`src/rtl/fp32_add_arbiter_if.sv`:
```
// Bus bundle between requesters, the arbiter and the shared FP32 adder.
// The master side is the environment: it presents requests and returns
// the adder result. The slave side is the arbiter itself.
interface fp32_add_arbiter_if #(
  parameter int N_REQ = 4
) ();
  localparam int IW = (N_REQ > 1) ? $clog2(N_REQ) : 1;

  logic [N_REQ-1:0]    req_valid;
  logic [32*N_REQ-1:0] req_a;
  logic [32*N_REQ-1:0] req_b;
  logic [N_REQ-1:0]    req_ready;
  logic [31:0]         add_a;
  logic [31:0]         add_b;
  logic [31:0]         add_o;
  logic                rsp_valid;
  logic [IW-1:0]       rsp_id;
  logic [31:0]         rsp_data;

  modport master (
    output req_valid, req_a, req_b, add_o,
    input  req_ready, add_a, add_b, rsp_valid, rsp_id, rsp_data
  );

  modport slave (
    input  req_valid, req_a, req_b, add_o,
    output req_ready, add_a, add_b, rsp_valid, rsp_id, rsp_data
  );
endinterface

```
`src/rtl/fp32_add_arbiter.sv`:
```
// Round-robin arbiter sharing one fixed-latency FP32 adder among N_REQ
// requesters. One operand pair is issued per cycle; a {valid, id} tag
// travels alongside the adder pipeline so each result is returned with the
// index of its owner, in issue order. Operand values are never inspected.
module fp32_add_arbiter #(
  parameter int N_REQ = 4,
  parameter int LAT   = 2
) (
  input  logic                  clk,
  input  logic                  rst_n,
  fp32_add_arbiter_if.slave     bus,
  output logic                  busy,
  output logic [15:0]           issue_cnt
);
  localparam int IW = (N_REQ > 1) ? $clog2(N_REQ) : 1;

  logic [IW-1:0]  rr_reg;
  logic [IW-1:0]  rr_next;
  logic [31:0]    op_a [N_REQ];
  logic [31:0]    op_b [N_REQ];
  logic           found;
  logic [IW-1:0]  winner;
  logic           accept;
  logic [LAT-1:0] tag_valid_reg;
  logic [IW-1:0]  tag_id_reg [LAT];
  logic [15:0]    cnt_reg;

  // Unpack the flat operand buses and build the per-requester grant bits.
  genvar gi;
  generate
    for (gi = 0; gi < N_REQ; gi++) begin : g_req
      assign op_a[gi]          = bus.req_a[32*gi +: 32];
      assign op_b[gi]          = bus.req_b[32*gi +: 32];
      assign bus.req_ready[gi] = accept && (winner == IW'(gi));
    end
  endgenerate

  // First valid requester at or after the round-robin pointer, wrapping.
  // N_REQ is a power of two, so IW-bit addition wraps modulo N_REQ.
  always_comb begin
    found  = 1'b0;
    winner = '0;
    for (int k = 0; k < N_REQ; k++) begin
      if (!found && bus.req_valid[rr_reg + IW'(k)]) begin
        found  = 1'b1;
        winner = rr_reg + IW'(k);
      end
    end
  end

  // No grants are offered while reset is held.
  assign accept    = found && rst_n;
  assign rr_next   = accept ? winner + IW'(1) : rr_reg;
  assign bus.add_a = accept ? op_a[winner] : 32'h0;
  assign bus.add_b = accept ? op_b[winner] : 32'h0;

  // Round-robin pointer moves just past the winner on every acceptance.
  always_ff @(posedge clk or negedge rst_n) begin
    if (!rst_n) rr_reg <= '0;
    else        rr_reg <= rr_next;
  end

  // Tag shift register mirrors the adder pipeline; it never stalls.
  always_ff @(posedge clk or negedge rst_n) begin
    if (!rst_n) begin
      tag_valid_reg <= '0;
      for (int s = 0; s < LAT; s++) tag_id_reg[s] <= '0;
    end else begin
      tag_valid_reg[0] <= accept;
      tag_id_reg[0]    <= winner;
      for (int s = 1; s < LAT; s++) begin
        tag_valid_reg[s] <= tag_valid_reg[s-1];
        tag_id_reg[s]    <= tag_id_reg[s-1];
      end
    end
  end

  // Saturating count of accepted requests.
  always_ff @(posedge clk or negedge rst_n) begin
    if (!rst_n)                            cnt_reg <= 16'h0;
    else if (accept && cnt_reg != 16'hFFFF) cnt_reg <= cnt_reg + 16'h1;
  end

  assign bus.rsp_valid = tag_valid_reg[LAT-1];
  assign bus.rsp_id    = tag_id_reg[LAT-1];
  assign bus.rsp_data  = bus.add_o;
  assign busy          = |tag_valid_reg;
  assign issue_cnt     = cnt_reg;
endmodule

```
`src/flat_wrapper.sv`:
```
// flat-port wrapper written by rule: the top's interface ports become plain ports
module fp32_add_arbiter_flat 
#(
  parameter int N_REQ = 4,
  parameter int LAT   = 2
)
  (clk, rst_n, busy, issue_cnt, bus_req_valid, bus_req_a, bus_req_b, bus_add_o, bus_req_ready, bus_add_a, bus_add_b, bus_rsp_valid, bus_rsp_id, bus_rsp_data);
  fp32_add_arbiter_if #(.N_REQ(N_REQ)) bus_i ();
  input  logic clk;
  input  logic rst_n;
  output logic busy;
  output logic [15:0] issue_cnt;
  input wire logic [$bits(bus_i.req_valid)-1:0] bus_req_valid;
  input wire logic [$bits(bus_i.req_a)-1:0] bus_req_a;
  input wire logic [$bits(bus_i.req_b)-1:0] bus_req_b;
  input wire logic [$bits(bus_i.add_o)-1:0] bus_add_o;
  output wire logic [$bits(bus_i.req_ready)-1:0] bus_req_ready;
  output wire logic [$bits(bus_i.add_a)-1:0] bus_add_a;
  output wire logic [$bits(bus_i.add_b)-1:0] bus_add_b;
  output wire logic [$bits(bus_i.rsp_valid)-1:0] bus_rsp_valid;
  output wire logic [$bits(bus_i.rsp_id)-1:0] bus_rsp_id;
  output wire logic [$bits(bus_i.rsp_data)-1:0] bus_rsp_data;
  assign bus_i.req_valid = bus_req_valid;
  assign bus_i.req_a = bus_req_a;
  assign bus_i.req_b = bus_req_b;
  assign bus_i.add_o = bus_add_o;
  assign bus_req_ready = bus_i.req_ready;
  assign bus_add_a = bus_i.add_a;
  assign bus_add_b = bus_i.add_b;
  assign bus_rsp_valid = bus_i.rsp_valid;
  assign bus_rsp_id = bus_i.rsp_id;
  assign bus_rsp_data = bus_i.rsp_data;
  fp32_add_arbiter #(.N_REQ(N_REQ), .LAT(LAT)) u_core (.clk(clk), .rst_n(rst_n), .bus(bus_i), .busy(busy), .issue_cnt(issue_cnt));
endmodule
```
`config.mk`:
```
export PLATFORM = sky130hd
export DESIGN_NAME = fp32_add_arbiter_flat
export DESIGN_NICKNAME = d
export VERILOG_FILES = /design/src/rtl/fp32_add_arbiter_if.sv /design/src/rtl/fp32_add_arbiter.sv /design/src/flat_wrapper.sv
export SDC_FILE = /design/constraint.sdc
export NUM_CORES = 1
export LEC_CHECK = 0
export CAP_MARGIN = 20
export CORE_AREA = 2 2 161 163
export CTS_BUF_LIST = sky130_fd_sc_hd__clkbuf_8
export DETAILED_ROUTE_END_ITERATION = 8
export DIE_AREA = 0 0 163 165
export SLEW_MARGIN = 30
export SYNTH_ARGS = -nofsm -noshare
export SYNTH_HDL_FRONTEND = slang
export SYNTH_SLANG_ARGS = --single-unit
```
`constraint.sdc`:
```
create_clock -name clk -period 2.5 [get_ports clk]
set_clock_uncertainty 0.2 [all_clocks]
set_input_delay 0.5 -clock clk [delete_from_list [all_inputs] [get_ports clk]]
set_output_delay 0.5 -clock clk [all_outputs]
set_load 0.03 [all_outputs]
```
== Word-level counts from Yosys, hierarchy flattened ==
Cells that the tools add are included.

* Add/subtract/negate cells: 5
* $lt $le $gt $ge: 5
* Equality and inequality tests: 4
* Muxes and demuxes: 24
* Bitwise gates (word level): 1
* Reduce and logical (&&, ||, !) cells: 14

{| class="wikitable"
|+ Operators with widths
! cell !! count
|-
| $mux 32 || 6
|-
| $bmux 32 s2 || 2
|-
| $add 16x1->16 const B || 1
|-
| $ne 16x16->1 const B || 1
|-
| $lt 2x3->1 const B || 4
|-
| $logic_and 1x1->1 || 9
|-
| $bmux 1 s2 || 4
|-
| $mux 1 || 8
|-
| $mux 2 || 4
|-
| $add 2x1->2 const B || 2
|-
| $add 2x2->2 const B || 2
|-
| $eq 2x2->1 const B || 2
|-
| $ge 3x3->1 const B || 1
|-
| $logic_not 1->1 || 3
|-
| $not 2->3 || 1
|-
| $eq 2x1->1 const B || 1
|-
| $logic_not 2->1 || 1
|-
| $reduce_or 2->1 || 1
|}

* Bits in registers: 24
* Input bits: 294
* Word-level logic and storage cells: 58

== Longest topological paths before layout ==
Gate-level depths: netlist (run 1).

* Depth in word-level cells: 17
* Gate-level depth with buffers: 8

== Least setup slack after synthesis (run 1) ==
Ideal clock, no wire load.

* Kind: input to output
* Start point: input port bus_req_valid[0]
* End point: output port bus_add_a[23]
* Arrival: 1.855 ns
* Data required time: 1.800 ns
* Setup slack: -0.055 ns
* Cell stages on the path: 6
* Path through: a21oi_1 a2bb2oi_2 buf_4 buf_2 mux2i_1 o22ai_1

* Cells in the longest elaborated chain, start to end: 17

{| class="wikitable"
|+ Ends and longest elaborated chain
! element !! line !! RTL
|-
| from (decl) || flat_wrapper.sv:13 || <nowiki>input wire logic [$bits(bus_i.req_valid)-1:0] bus_req_valid;</nowiki>
|-
| $bmux 1 s2 || fp32_add_arbiter.sv:44 || <nowiki>if (!found && bus.req_valid[rr_reg + IW'(k)]) begin</nowiki>
|-
| $mux 1 (not written as such) || fp32_add_arbiter.sv:44 ||
|-
| $mux 1 || fp32_add_arbiter.sv:44 ||
|-
| $logic_not 1->1 || fp32_add_arbiter.sv:44 ||
|-
| $logic_and 1x1->1 || fp32_add_arbiter.sv:44 ||
|-
| $mux 1 || fp32_add_arbiter.sv:44 ||
|-
| $logic_not 1->1 || fp32_add_arbiter.sv:44 ||
|-
| $logic_and 1x1->1 || fp32_add_arbiter.sv:44 ||
|-
| $mux 1 || fp32_add_arbiter.sv:44 ||
|-
| $logic_not 1->1 || fp32_add_arbiter.sv:44 ||
|-
| $logic_and 1x1->1 || fp32_add_arbiter.sv:44 ||
|-
| $mux 2 * || fp32_add_arbiter.sv:44 ||
|-
| via u_core.winner[1] || fp32_add_arbiter.sv:22 || <nowiki>logic [IW-1:0] winner;</nowiki>
|-
| $not 2->3 (not written as such) * || fp32_add_arbiter.sv:54 || <nowiki>assign bus.add_a = accept ? op_a[winner] : 32'h0;</nowiki>
|-
| $bmux 32 s2 * || fp32_add_arbiter.sv:54 ||
|-
| $mux 32 (not written as such) * (2 in series) || fp32_add_arbiter.sv:54 ||
|-
| $mux 32 * || fp32_add_arbiter.sv:54 ||
|-
| to (decl) || flat_wrapper.sv:18 || <nowiki>output wire logic [$bits(bus_i.add_a)-1:0] bus_add_a;</nowiki>
|}

The timed path passes the listed nets; every way through them passes the cells marked *. The select of a mux whose other input is x is not followed.

== Worst setup path after layout (run 1) ==
* Start point: register u_core.rr_reg[1]
* End point: output port bus_add_b[27]

* Cells in the longest elaborated chain, start to end: 17

{| class="wikitable"
|+ Ends and longest elaborated chain
! element !! line !! RTL
|-
| from (decl) || fp32_add_arbiter.sv:17 || <nowiki>logic [IW-1:0] rr_reg;</nowiki>
|-
| from (signal assigned) || fp32_add_arbiter.sv:60 || <nowiki>else rr_reg <= rr_next;</nowiki>
|-
| parallel branches: the longest is 16 deep, another holds $add 2x1->2 || -- ||
|-
| $mux 32 * || fp32_add_arbiter.sv:55 || <nowiki>assign bus.add_b = accept ? op_b[winner] : 32'h0;</nowiki>
|-
| to (decl) || flat_wrapper.sv:19 || <nowiki>output wire logic [$bits(bus_i.add_b)-1:0] bus_add_b;</nowiki>
|}

Every way passes the cells marked *. The select of a mux whose other input is x is not followed.

==> results of run 1 <==
## power by group through the flow
stage / logic (mW) / registers [mW] / clock network (mW)
after global placement: 3.80 / 0.578 / 0
after detailed placement: 3.82 / 0.576 / 0
after floorplan: 2.11 / 0.675 / 0
after CTS: 4.94 / 0.570 / 0.352
final: 5.85 / 0.575 / 0.340
after global routing: 6.11 / 0.590 / 0.365
## kinds of logic after synthesis
family	count (synthesis)	synth area share (%)
multiplexers	131	39.9
AO/OA/AOI/OAI	78	15.3
buffers and inverters	66	14.2
AND/OR/NAND/NOR	46	7.57
flip-flops	24	18.3
XOR/XNOR	11	2.93
adder cells (fa/ha/maj)	5	1.90
## placed cells by master, fill, tap and decap left out, types with 9 or more instances in the layout
cell type / n
nand2_1: 11
dfrtp_1: 23
clkdlybuf4s50_1: 277
mux2i_1: 64
o22ai_2: 30
buf_12: 20
o22ai_4: 27
clkbuf_16: 9
mux2i_2: 23
buf_4: 40
mux2i_4: 43
buf_16: 16
buf_6: 57
## cell type report
class                           count  area share [%]
Inverter                            4           0.263
Clock buffer                        3           0.433
Multi-Input combinational cell    273            36.9
Timing Repair Buffer              429            51.4
Clock inverter                      1           0.315
Tap cell                          330            4.33
Antenna cell                        1          0.0263
Sequential cell                    24            6.32
## per-layer routing
metal	track usage (%)	vias up
li1	-	2108
met1	16.5	2121
met2	22.9	228
met3	2.44	14
met4	3.02	0
met5	0	-
## worst paths after layout
| check | endpoint | slack (ps) | cells after the start | from |
|---|---|---|---|---|
| max | bus_add_b[27] | -320 | 9 | u_core.rr_reg[1]$_DFFE_PN0P_ |
| min | u_core.bus.rsp_id[1]$_DFF_PN0_ | 150 | 0 | u_core.tag_id_reg[3]$_DFF_PN0_ |
| max in group asynchronous | u_core.rr_reg[1]$_DFFE_PN0P_ | 1310 | 2 | rst_n |
| max reg2reg | u_core.issue_cnt[14]$_DFFE_PN0P_ | 510 | 6 | u_core.issue_cnt[0]$_DFFE_PN0P_ |
| min in group asynchronous | u_core.issue_cnt[8]$_DFFE_PN0P_ | 520 | 2 | rst_n |
| min reg2reg | u_core.bus.rsp_id[1]$_DFF_PN0_ | 150 | 0 | u_core.tag_id_reg[3]$_DFF_PN0_ |
## Yosys cell counts (3+ instances only)
cell type	number
a21oi_1	6
and2_1	5
and3_1	4
buf_2	13
buf_4	42
buf_6	6
dfrtp_1	24
ha_1	5
inv_1	3
mux2i_1	130
nand2_1	13
nand3_1	3
nor2_1	6
nor3_1	3
o22ai_1	64
xnor2_1	3
xor2_1	8
## worst reg2reg max path: cells and delay by family (launching register included)
kind	cells	cell delay [ps]
xor gates and xnor gates	1	170
adders and majority gates	1	210
and+or+nand+nor	4	930
DFF	1	410
## stage by stage
| stage | std cells | cell area, um^2 | utilization (%) | worst slack, ps | TNS (ps) |
|---|---|---|---|---|---|
| finish | 1065 | 9530 | 38.1 | -319 | -18510 |
| global route | 1064 | 9530 | 38.1 | -416 | -24560 |
| CTS | 1053 | 8450 | 33.7 | -350 | -21580 |
| detailed placement | 1029 | 7280 | 29.1 | -664 | -42380 |
| global placement | 1029 | 7280 | 29.1 | -698 | -44110 |
| floorplan | 361 | 3400 | - | -54.6 | -2240 |
## repair_timing
| action | in CTS | in global routing |
|---|---|---|
| gates resized for setup | 143 | 162 |
| endpoints found under the setup margin | 68 | 68 |
| gates cloned | 14 | 12 |
| pin swaps | 8 | 17 |
| setup buffers | 6 | 1 |
==> metrics.txt, run 1 <==
failing checks setup timing; area growth from synthesis to layout 190%; uppermost routed layer met4; Ys Warns 0; Period minus WS final 2820 ps; clock latency on the worst-skew pair approximately 270 ps; hold buffers post-CTS 0; met3 routed WL around 1400 um; Via Count around 4,500; final hold slack ~150 ps; Tcrit/Tclk final 113%; HP Class reg -> reg; Lkg Pwr about 3.6 nW; Critical Path RT around 1800 ps; Net Sw Frac 42.8%; port bufs about 350; DP Wirelength 13,800 um; area leader, netlist mux2i_1; wire per inst 20.2 um; syn_nets 660; post-synth top area share between 30% and 40%; Unique masters post-synth 37; metal2 WL ~11,000 um; Avg Cell Area, Syn around 9 um^2; Clk pin slew, worst setup/hold paths 80 ps; MaxCap Viol Count 0; synthesized flop and latch total 24; number of DRC markers in iteration 0 about 150; top_reg_cell synth dfrtp_1; Initial Utilization approximately an eighth; slack of the critical path -319 ps; GRT Util Overall between 10% and 20%; CTS tree done; Crit path top cell by count buf_12; Largest register FFs 16; critical-path cell list nand2_2 -> nand3b_1 -> a2bb2oi_4 -> buf_12 -> buf_16 -> buf_12 -> mux2i_4 -> o22ai_4 -> buf_6; Num CTS Buffers 3; CP Max Fanout 11; routability congestion estimate between 0.7 and 0.8; sequential power share approximately 8.5%; Die Ht around 170 um; critical path type reg -> out; Gate Count Post-Synth 361; slowest CP cell dfrtp_2; Multi-input gate area 3520 um^2; Met1 Wirelength around 8900 um; Startpoint Class flip-flop; Residual DRC 0; Pwr Density between 700 and 800 nW/um^2; vias in the first global route about 4,400; initial antenna violation count 1; sequential share of the synthesized area a little under a fifth; Setup crit end kind output pin; Die X 163 um; Pint between 3 and 4 mW; sequential cell area between 600 and 700 um^2; ANT nets after route 0; kind of cell adding the most delay to the critical path buffers and inverters; io pins about 410; Gate power share between 80% and 90%; Buffers & Inverters on Critical Path 4; Cell Rows between 50 and 60; most area-consuming cells after synthesis mux2i_1 40%, dfrtp_1 18%, o22ai_1 12%; grt ovf 0; CP max stage delay 450 ps; die footprint between 20,000 and 30,000 um^2; htree depth 1; clk sinks 24; Final Hold Vio Count 0; outcome complete, but fails checks; mapped cell area ~3300 um^2; Sw Pwr between 2 and 3 mW; Via density ~4.2; drt first pass iters 4; number of synthesized flops with an enable pin 0; core box area 25,000 um^2; RSZ-0062 raised after global routing yes; share of layout cells above drive strength 1 between 40 and 50%; root buffer cell clkbuf_8; asr flop ratio synth between 90% and 100%; nets 1,034; first-pass GRT wire length ~26,000 um; fillcell total 2,467; Setup-failing EPs final a little under 70; largest net degree at the start of global routing 25; Rel. slew slack around three quarters; Worst-Margin Slew approximately 360 ps; total length of routed wires 21,500 um; Total Power around 6.8 mW; clock power share under 10%; Clock Path Buffers 2; maximum vdd drop 0.000346 V; Arr. time, crit path 2120 ps; Pins Over Slew Limit 0; Fmax 355 MHz
Note: power is estimated with default switching activity, not from simulation.
==> run 2, diff against run 1 <==
- CELL_PAD_IN_SITES_DETAIL_PLACEMENT: not set -> 1
- CELL_PAD_IN_SITES_GLOBAL_PLACEMENT: not set -> 1
- CORE_AREA: 2 2 161 163 -> 2 2 160 162
- DIE_AREA: 0 0 163 165 -> 0 0 162 164
- PLACE_DENSITY_LB_ADDON: not set -> 0.1
==> run 2 against run 1 <==
Effect of this change: the flow still finishes with violations (setup timing); critical path depth shrank 1; global-route usage grew 2.8 points; sequential cell count is the same; first-iteration DRC count shrank 59%; final area shrank 15%; clock-buffer cell count is the same; combinational power shrank 22%; core utilization shrank 5.5 points; via count shrank 5.9%; die area shrank 1.2%; largest power group unchanged.
==> metrics.txt, run 2 (synthesis gave the netlist of run 1 again) <==
Num CTS Buffers 3 (unchanged); WHS Path Cells 0 (unchanged); critical path type reg -> out; slack of the critical path -320 ps (-1.09 ps); Die X 162 um (-0.61%); Via density 4.05 (-3.5%); CP Max Fanout 7 (-4); Critical Path RT 1800 ps (about the same); number of DRC markers in iteration 0 62 (-59%); die footprint 26,600 um^2 (-1.2%); Net Sw Frac 44.1% (+1.3 points); Die Ht 164 um (-0.61%); Pint 3.05 mW (-21%); Gate power share 83.1% (-3.4 points); commonest non-fill, non-tap cell in the layout clkdlybuf4s50_1; Via Count 4,208 (-5.9%); port bufs 349 (unchanged); root buffer cell clkbuf_8; routability congestion estimate 0.886 (+21%); antenna diode count 0 (-1); Cell Rows 58 (unchanged); core box area 24,800 um^2 (-0.87%); final hold slack 159 ps (+6.87 ps); outcome complete, but fails checks; drt first pass iters 4 (unchanged); Fmax 355 MHz (about the same); Arr. time, crit path 2120 ps (about the same); Setup crit end kind output pin; Startpoint Class flip-flop; clock power share 6.2% (+1.2 points); htree depth 1 (unchanged); Clk pin slew, worst setup/hold paths 90 ps (about the same); critical register-to-register path startpoint u_core.issue_cnt[0]$_DFFE_PN0P_; clk sinks 24 (unchanged); first-pass GRT wire length 31,000 um (+18%); MaxCap Viol Count 0 (unchanged); share of layout cells above drive strength 1 29.8% (-11 points); most frequent cells in the layout 277 x clkdlybuf4s50_1, 97 x mux2i_1, 75 x buf_4; total length of routed wires 23,600 um (+9.9%); io pins 414 (unchanged); wire per inst 22.7 um (+13%); HP Class reg -> reg; reg2reg path depth 6 (unchanged); initial antenna violation count 0 (-1); RSZ-0062 raised after global routing yes; Pins Over Slew Limit 0 (unchanged); Total Power 5.46 mW (-19%); grt ovf 0 (unchanged); area growth from synthesis to layout 146%; nets 1,009 (-2.4%); Period minus WS final 2820 ps (+1.09 ps); Lkg Pwr 3.31 nW (-9.4%); DP Wirelength 19,800 um (+44%); Residual DRC 0 (unchanged); GRT Util Overall 15.9% (+2.8 points); RR Endpoint u_core.issue_cnt[14]$_DFFE_PN0P_; vias in the first global route 4,649 (+4.5%); Setup-failing EPs final 68 (unchanged); Initial Utilization 13.3% (+0.12 points); largest net degree at the start of global routing 29 (+16%); failing checks setup timing; Largest register FFs 16 (unchanged); Final Hold Vio Count 0 (unchanged); Rel. slew slack 72.0% (-3.6 points); Clock Path Buffers 2 (unchanged); Sw Pwr 2.41 mW (-17%); Worst-Margin Slew 419 ps (+53.7 ps); CTS tree done; Tcrit/Tclk final 113% (about the same); clock latency on the worst-skew pair 260 ps (about the same); R2R setup slack 500 ps (about the same); hold buffers post-CTS 0 (unchanged); hold worst-path end u_core.bus.rsp_id[1]$_DFF_PN0_; hold_sp u_core.tag_id_reg[3]$_DFF_PN0_; sequential power share 10.7% (+2.2 points); maximum vdd drop 0.000272 V (-21%); ANT nets after route 0 (unchanged); fillcell total 2,799 (+13%); Pwr Density 676 nW/um^2 (-4.7%)
[run 2: metal layers]
layer	GRT usage (%)	up-vias	share of wire, %
met2	28.9	170	51
met5	0	-	0
met3	9.34	10	13
met4	0.845	0	0.30
met1	16.6	1996	36
li1	-	2032	-
[run 2: what timing repair did]
item,in CTS,in global routing
setup endpoints to repair,68,69
pin swaps,9,6
setup buffers,2,7
resized for setup,65,58
gates cloned,3,5
[run 2: power by group through the flow]
stage | combinational [mW] | clock, mW | sequential, mW
after floorplan | 2.11 | 0 | 0.675
after global placement | 3.81 | 0 | 0.587
after detailed placement | 3.84 | 0 | 0.592
after CTS | 4.20 | 0.351 | 0.586
after global routing | 4.78 | 0.365 | 0.605
final | 4.54 | 0.339 | 0.586
[run 2: critical path, cell delays in order (launching register included)]
cell and delay, ps:
dfrtp_2 450, nand2_2 90, nand3b_1 140, a2bb2oi_4 170, buf_4 150, clkbuf_16 170, mux2i_1 370, o22ai_2 150
buf_12 150
[run 2: through the flow]
stage | setup TNS, ps | worst slack, ps | area, um^2 | utilization [%] | std cells
final | -17490 | -320 | 8080 | 32.6 | 1039
after global routing | -23880 | -390 | 8080 | 32.6 | 1039
after CTS | -19830 | -347 | 7670 | 30.9 | 1028
after detailed placement | -45860 | -729 | 7250 | 29.2 | 1020
after global placement | -40000 | -647 | 7250 | 29.2 | 1020
after floorplan | -2240 | -54.6 | 3400 | - | 361
[run 2: area by class of cell]
type	instances	area (um^2)	area share, %
clock buffer	3	41.3	0.511
clock inverter	1	30.0	0.371
inverter	4	15.0	0.186
multi-input combinational	271	2730	33.7
sequential	24	602	7.44
tap	330	413	5.11
timing repair buffer	406	4260	52.7
[run 2: worst max-delay path by stage]
stage	slack, ps	to	cells past startpoint	startpoint
floorplan	-50	bus_add_a[26]	6	bus_req_valid[0]
global placement	-650	bus_add_b[0]	8	bus_req_valid[1]
detailed placement	-730	bus_add_a[10]	8	bus_req_valid[1]
CTS	-350	bus_add_b[12]	9	u_core.rr_reg[1]$_DFFE_PN0P_
global route	-390	bus_add_b[11]	9	u_core.rr_reg[1]$_DFFE_PN0P_
finish	-320	bus_add_b[16]	8	u_core.rr_reg[1]$_DFFE_PN0P_
==> run 3, diff against run 2 <==
- CELL_PAD_IN_SITES_DETAIL_PLACEMENT: 1 -> 0
- clock period: 2.5 -> 3.34 ns (I/O delays scaled with it)
==> run 3 against run 2 <==
Effect of this change: wire length increased by 3.7%; largest power group unchanged; critical endpoint is now bus_add_a[14]; final area decreased by 8.6%; combinational power decreased by 35%; first-iteration DRC count increased to 2.7 times the previous value; the run now ends clean.
==> metrics.txt, run 3 (synthesis gave the netlist of run 1 again) <==
Die X 162 um (unchanged); critical path type in -> out; clk sinks 24 (unchanged); root buffer cell clkbuf_8; most frequent cells in the layout 277 x clkdlybuf4s50_1, 129 x mux2i_1, 95 x buf_4; commonest non-fill, non-tap cell in the layout clkdlybuf4s50_1; Period minus WS final approximately 3300 ps; Via Count 4,157 (-1.2%); io pins 414 (unchanged); HP Class reg -> reg; die footprint 26,600 um^2 (unchanged); Clock Path Buffers 2 (unchanged); area growth from synthesis to layout 125%; Setup crit end kind output pin; Rel. slew slack 73.7% (+1.7 points); Arr. time, crit path 2400 ps (+280 ps); Num CTS Buffers 3 (unchanged); Largest register FFs 16 (unchanged); Tcrit/Tclk final 97.9%; hold buffers post-CTS 0 (unchanged); Critical Path RT 2470 ps (+670 ps); port bufs 349 (unchanged); Lkg Pwr 3.20 nW (-3.4%); Residual DRC 0 (unchanged); Initial Utilization 13.3% (unchanged); Setup-failing EPs final 0 (-100%); wire per inst 23.7 um (+4.2%); share of layout cells above drive strength 1 19.4% (-10 points); CP Max Fanout 22 (+15); Fmax approximately 300 MHz; Startpoint Class primary input; clock latency on the worst-skew pair 270 ps (about the same); total length of routed wires 24,500 um (+3.7%); htree depth 1 (unchanged); vias in the first global route 4,496 (-3.3%); first-pass GRT wire length 32,400 um (+4.5%); setup TNS 0 ps (+17,490 ps); Worst-Margin Slew 393 ps (-25.7 ps); Die Ht 164 um (unchanged); ANT nets after route 0 (unchanged); initial antenna violation count 4 (+4); placed cells 1,022 (+0.20%); MaxCap Viol Count 0 (unchanged); GRT Util Overall 17.1% (+1.2 points); outcome finished, final reports clean; Clk pin slew, worst setup/hold paths 90 ps (about the same); CTS tree done; number of DRC markers in iteration 0 165 (+170%); drt first pass iters 4 (unchanged); core box area 24,800 um^2 (unchanged); Non-Filler Instances 1,034 (-0.48%); Final Hold Vio Count 0 (unchanged); largest net degree at the start of global routing 25 (-14%); Cell Rows 58 (unchanged); Pins Over Slew Limit 0 (unchanged); Via density 4.02 (-0.73%); nets 1,001 (-0.79%); grt ovf 0 (unchanged); maximum vdd drop 0.000215 V (-21%); RSZ-0062 raised after global routing yes; Pwr Density 494 nW/um^2 (-27%); routability congestion estimate 0.853 (-3.7%); DP Wirelength 20,900 um (+5.3%)
run 3: cell count changes in the layout (fill, tap and decap cells not counted), moves of 5 or more:
cell	previous run	this run
mux2i_1	97	129
buf_4	75	95
o22ai_1	38	63
buf_6	14	0
mux2i_2	21	0
mux2i_4	12	1
o22ai_2	24	1
buf_8	7	0
clkbuf_16	5	0
run 3: per-layer routing:
layer	GRT usage, %	vias up	wire [um]
met5	0	-	11
met4	2.49	2	293
met3	9.75	26	3170
met2	27.6	194	11500
met1	20.2	1914	9550
li1	-	2021	-
run 3: stage by stage:
step	hold WS (ps)	util, %	total power, mW	setup slack, ps	cell area, um^2
after floorplan	131	-	2.03	449	3290
after global placement	136	28.7	3.25	-154	7130
after detailed placement	139	28.7	3.26	-231	7130
after CTS	160	29.7	3.69	36.5	7380
after global routing	176	29.8	3.84	-5.56	7390
final	158	29.8	3.65	69.8	7390
run 3: path summary, 6_finish.rpt:
| kind | startpoint | to | slack (ps) | cells past startpoint |
|---|---|---|---|---|
| worst min-delay path | u_core.tag_id_reg[3]$_DFF_PN0_ | u_core.bus.rsp_id[1]$_DFF_PN0_ | 160 | 0 |
| min in group asynchronous | rst_n | u_core.rr_reg[0]$_DFFE_PN0P_ | 660 | 2 |
| worst max-delay path | bus_req_valid[1] | bus_add_a[14] | 70 | 8 |
| worst max register to register | u_core.issue_cnt[0]$_DFFE_PN0P_ | u_core.issue_cnt[14]$_DFFE_PN0P_ | 1340 | 6 |
| worst min register to register | u_core.tag_id_reg[3]$_DFF_PN0_ | u_core.bus.rsp_id[1]$_DFF_PN0_ | 160 | 0 |
| max in group asynchronous | rst_n | u_core.issue_cnt[3]$_DFFE_PN0P_ | 2020 | 2 |
run 3: area by class of cell:
class / count / area, um^2
Tap cell: 330 / 413
Inverter: 4 / 15.0
Antenna cell: 3 / 7.51
Multi-Input combinational cell: 271 / 2290
Timing Repair Buffer: 398 / 4000
Sequential cell: 24 / 601
Fill cell: 2660 / 17400
Clock buffer: 3 / 41.3
Clock inverter: 1 / 30.0
run 3: worst max-delay path, cell delays in order:
cell	delay, ps
dlygate4sd2_1	270
buf_4	160
o41ai_4	380
inv_2	120
nand2_4	140
bufbuf_16	340
o22ai_1	110
buf_4	180
run 3: timing repair:
item,CTS,global route
hold endpoints to repair,0,0
buffers inserted,2,0
gates resized for setup,13,3
pin swaps,2,1
setup endpoints to repair,66,49
cloned,3,0
run 3: report_power, final:
group          switching (mW)  internal (mW)  leakage [nW]
clock                  0.0981          0.160        0.0357
combinational            1.48           1.48          2.86
sequential             0.0826          0.358         0.303
